==> config.mk <==
export PLATFORM = sky130hd
export DESIGN_NAME = alu_in2_fwd_ctrl
export DESIGN_NICKNAME = d
export VERILOG_FILES = /design/src/rtl/alu_in2_fwd_ctrl.sv
export SDC_FILE = /design/constraint.sdc
export NUM_CORES = 1
export LEC_CHECK = 0
export ABC_AREA = 1
export CORE_MARGIN = 3
export CORE_UTILIZATION = 35
export CTS_CLUSTER_SIZE = 8
export DETAILED_ROUTE_END_ITERATION = 10
export HOLD_SLACK_MARGIN = 0.03
export PLACE_DENSITY = 0.67
export SLEW_MARGIN = 20
export SYNTH_ARGS = -nofsm -noshare
export SYNTH_HDL_FRONTEND = slang
export SYNTH_SLANG_ARGS = --single-unit
==> constraint.sdc <==
create_clock -name Clk -period 1.3 [get_ports Clk]
set_input_delay 0.195 -clock Clk [delete_from_list [all_inputs] [get_ports Clk]]
set_output_delay 0.195 -clock Clk [all_outputs]
set_load 0.1 [all_outputs]
==> src/rtl/alu_in2_fwd_ctrl.sv <==
// Operand-2 forwarding select and load-use stall control for the EX-stage ALU input-2 mux.
// Optional stall counter enabled by defining ALU_IN2_STALL_CNT_EN.
module alu_in2_fwd_ctrl #(
  parameter int REG_ADDR_W  = 5,
  parameter int STALL_CNT_W = 16
) (
  input  logic                  Clk,
  input  logic                  Reset_n,
  input  logic                  IssueValid,
  input  logic                  IssueUsesRt,
  input  logic [REG_ADDR_W-1:0] IssueRt,
  input  logic [REG_ADDR_W-1:0] IssueDst,
  input  logic                  IssueRegWrite,
  input  logic                  IssueMemRead,
  input  logic                  Flush,
  input  logic                  Hold,
  output logic                  Stall,
`ifdef ALU_IN2_STALL_CNT_EN
  output logic [STALL_CNT_W-1:0] StallCount,
`endif
  output logic [1:0]            ALUIn2Sel
);

  typedef struct packed {
    logic                  valid;
    logic                  regwrite;
    logic                  memread;
    logic [REG_ADDR_W-1:0] dst;
  } slot_t;

  slot_t ex_q, ex_d;
  // The MEM slot only needs producer identity; whether it was a load no longer matters there.
  logic                  mem_vld_q, mem_wr_q;
  logic [REG_ADDR_W-1:0] mem_dst_q;
  logic [1:0]            sel_q, sel_d;
  logic                  hit_ex, hit_mem, bubble;

  always_comb begin
    hit_ex  = ex_q.valid & ex_q.regwrite & (ex_q.dst == IssueRt) & (IssueRt != '0);
    hit_mem = mem_vld_q & mem_wr_q & (mem_dst_q == IssueRt) & (IssueRt != '0);
    Stall   = IssueValid & IssueUsesRt & hit_ex & ex_q.memread & ~Flush;
    bubble  = ~IssueValid | Stall | Flush;

    sel_d = 2'b00;
    if (!bubble && IssueUsesRt) begin
      if (hit_ex)       sel_d = 2'b01;
      else if (hit_mem) sel_d = 2'b10;
    end

    ex_d = '0;
    if (!bubble) begin
      ex_d.valid    = 1'b1;
      ex_d.regwrite = IssueRegWrite;
      ex_d.memread  = IssueMemRead;
      ex_d.dst      = IssueDst;
    end
  end

  always_ff @(posedge Clk or negedge Reset_n) begin
    if (!Reset_n) begin
      ex_q      <= '0;
      mem_vld_q <= 1'b0;
      mem_wr_q  <= 1'b0;
      mem_dst_q <= '0;
      sel_q     <= 2'b00;
    end else if (!Hold) begin
      mem_vld_q <= ex_q.valid;
      mem_wr_q  <= ex_q.regwrite;
      mem_dst_q <= ex_q.dst;
      ex_q      <= ex_d;
      sel_q     <= sel_d;
    end
  end

  assign ALUIn2Sel = sel_q;

`ifdef ALU_IN2_STALL_CNT_EN
  logic [STALL_CNT_W-1:0] cnt_q;

  always_ff @(posedge Clk or negedge Reset_n) begin
    if (!Reset_n)
      cnt_q <= '0;
    else if (!Hold && Stall && (cnt_q != {STALL_CNT_W{1'b1}}))
      cnt_q <= cnt_q + 1'b1;
  end

  assign StallCount = cnt_q;
`endif

endmodule

==> results.toml <==
[status]
outcome = "complete, but fails checks"
violations = "negative setup slack"

[timing]
period_share_pct = 124
fin_hold_ws_ns = 0.212
timing.final.ws_setup_ns = -0.315
slew_viol_final = 0
tightest_slew_ns = 0.225
rsz0062_at_grt = "yes"
setup_viol = 11
slew_headroom_pct = 85.0
max_freq_mhz = 619
hold_violations = 0
clock_skew_ns = 0.00252
finalCriticalPeriod_ns = 1.61

[logic_synthesis]
ys.flop_type = "dfrtp_1"
avgSynthCellArea_sq_um = 7.62
yosysMostFrequentCell = "nand2_1"
netlist_top_cells_count = "47 x nand2_1, 17 x dfrtp_1, 9 x inv_1, 8 x nand4_1, 7 x o21ai_1"
ys_ff_latch = 17
ys_types = 22
ys_seq_area_share_pct = 46.1
synthCells = 121
synthArstFlopShare_pct = 100
synth_fp_nets = 139
synth_area_leaders = "dfrtp_1 46%, nand2_1 19%, nand4_1 5.4%, o21ai_1 3.8%, inv_1 3.7%"
yosysWarnings = 0
syn-cell-area_sq_um = 922
synth_edf_count = 0
synth_top_cell_area_share_pct = 46.1
yosys.area.top_type = "dfrtp_1"

[cts]
cts_tree = "yes"
clock_latency_ns = 0.29
htree_num_levels = 1
ctsHoldBuffers = 0
cts_inserted_buffers = 3
cts.sinks = 17
cts_root_buf = "clkbuf_4"
clk_pin_slew_ns = 0.10
clockBufferDepth = 2

[setup_path]
cp_max_fo = 2
start_kind = "register"
crit_arrival_ns = 1.42
path_class = "register to output port"
crit_path_end_kind = "output port"
required_ns = 1.11

[floorplanning]
fp.dieH_microns = 57.3
core_sq_mm = 0.00236
initial_utilization_pct = 39.1
die-width_microns = 57.3
die_area_sq_mm = 0.00329
ios = 21
std_cell_rows = 17

[placed_design]
place_inst = 184
dp_slack_ns = -0.370
gp_congestion = 0.741
dp_hpwl_microns = 1590
port_buffers = 20

[global_route]
overflow = 0
antenna_found_initial = 0
grt_max_degree = 23
grt_pass1_wl_microns = 3920
gr-usage-all-layers_pct = 15.5
grt_pass1_vias = 884

[cells_and_area]
nNetsFinal = 183
post-route-util_pct = 59.4
layoutNonFillerInstCount = 192
area_delta_synth_final_pct = 52.1
diodes = 0
drive_gt1_share_pct = 28.0

[drt]
ant_nets = 0
drt-pass1-iter-count = 4
num_vias = 902
wl_per_cell_microns = 11.5
via_per_inst = 4.70
drc_errors = 0
wl_microns = 2210
drtIter0Drc = 23

[run]
maxCapViolations = 0

[pwr]
p_per_area_mw_per_mm2 = 779
finalPower_mw = 1.09
leakage_nw = 0.691
vdd_drop_max_mv = 0.553

[worst_hold_path]
hp-class = "input port to asynchronous set/reset pin"
==> power breakdown <==
part	leakage [nW]	switching, mW	internal [mW]
Combinational	0.446	0.103	0.119
Clock	0.0150	0.170	0.119
Sequential	0.229	0.0219	0.559
Total	0.691	0.295	0.798
==> flip-flops by register name, indices dropped and copies added, names as in the netlist <==
name	cells
mem_wr_q	1
ex_q	8
mem_vld_q	1
mem_dst_q	5
ALUIn2Sel	2
==> through the flow <==
step                      setup TNS [ns]  area (sq um)
final                              -2.33          1400
after global routing               -3.47          1400
after CTS                          -1.64          1370
after detailed placement           -3.83          1320
after global placement             -3.62          1320
after floorplan                        0           927
==> kinds of logic after synthesis <==
logic type / share of synthesized area (%)
flip-flops: 46.1
AND/OR/NAND/NOR: 34.5
AO/OA/AOI/OAI: 6.78
XOR/XNOR: 2.85
buffers and inverters: 9.77
==> final timing paths <==
kind                              start           end  slack, ns  cells past startpoint
max                             ex_q[7]         Stall      -0.31                      7
max reg2reg                     ex_q[7]       ex_q[1]      -0.21                     10
min in group Clk           IssueMemRead       ex_q[5]       0.45                      3
max in group asynchronous       Reset_n  mem_dst_q[0]       0.90                      2
min                             Reset_n       ex_q[6]       0.21                      2
min reg2reg                     ex_q[5]       ex_q[5]       0.49                      2
==> final cells by class <==
type	instances	area, sq um
Sequential cell	17	425
Tap cell	28	35.0
Clock buffer	4	26.3
Fill cell	217	958
Timing Repair Buffer	42	403
Inverter	17	82.6
Multi-Input combinational cell	84	430
==> repair_timing <==
item                                    in CTS  in global routing
setup buffers                                3                  2
endpoints found under the hold margin        0                  0
gates resized for setup                      3                  8
pin swaps                                    1                  5
endpoints found under the setup margin      11                 11
==> critical path, cell delays in order (launching register included) <==
cell,delay [ns]
dfrtp_1,0.37
nand2_1,0.07
a21oi_1,0.15
nand2_2,0.09
nor2_4,0.14
nand3_4,0.10
clkinv_4,0.06
buf_12,0.16
==> layout by cell type (no fill, tap or decap) <==
| master | count |
|---|---|
| nor2_4 | 2 |
| nor2_2 | 2 |
| clkdlybuf4s50_1 | 17 |
| xor2_1 | 3 |
| nor3_1 | 1 |
| a21oi_1 | 1 |
| nand2_1 | 44 |
| nand4_1 | 8 |
| or2_0 | 1 |
| clkinv_4 | 1 |
| dfrtp_1 | 17 |
| buf_4 | 20 |
| nand3_4 | 1 |
| o21bai_1 | 1 |
| o21ai_2 | 1 |
| nand3b_1 | 1 |
| clkbuf_1 | 1 |
| nor2_1 | 2 |
| clkbuf_4 | 3 |
| inv_1 | 9 |
| buf_6 | 2 |
| bufinv_8 | 1 |
| nand3_2 | 1 |
| inv_2 | 6 |
| buf_12 | 3 |
| nand3_1 | 3 |
| nand2_2 | 3 |
| o21ai_0 | 3 |
| o21ai_1 | 6 |
==> layer usage <==
metal / up-vias / part of all wire [%] / global-route usage, %
met5: - / 0 / 0
met4: 0 / 0.77 / 5.96
met3: 2 / 4.4 / 2.71
met2: 19 / 53 / 26.6
met1: 410 / 42 / 19.5
li1: 471 / - / -
Note: power is estimated with default switching activity, not from simulation.
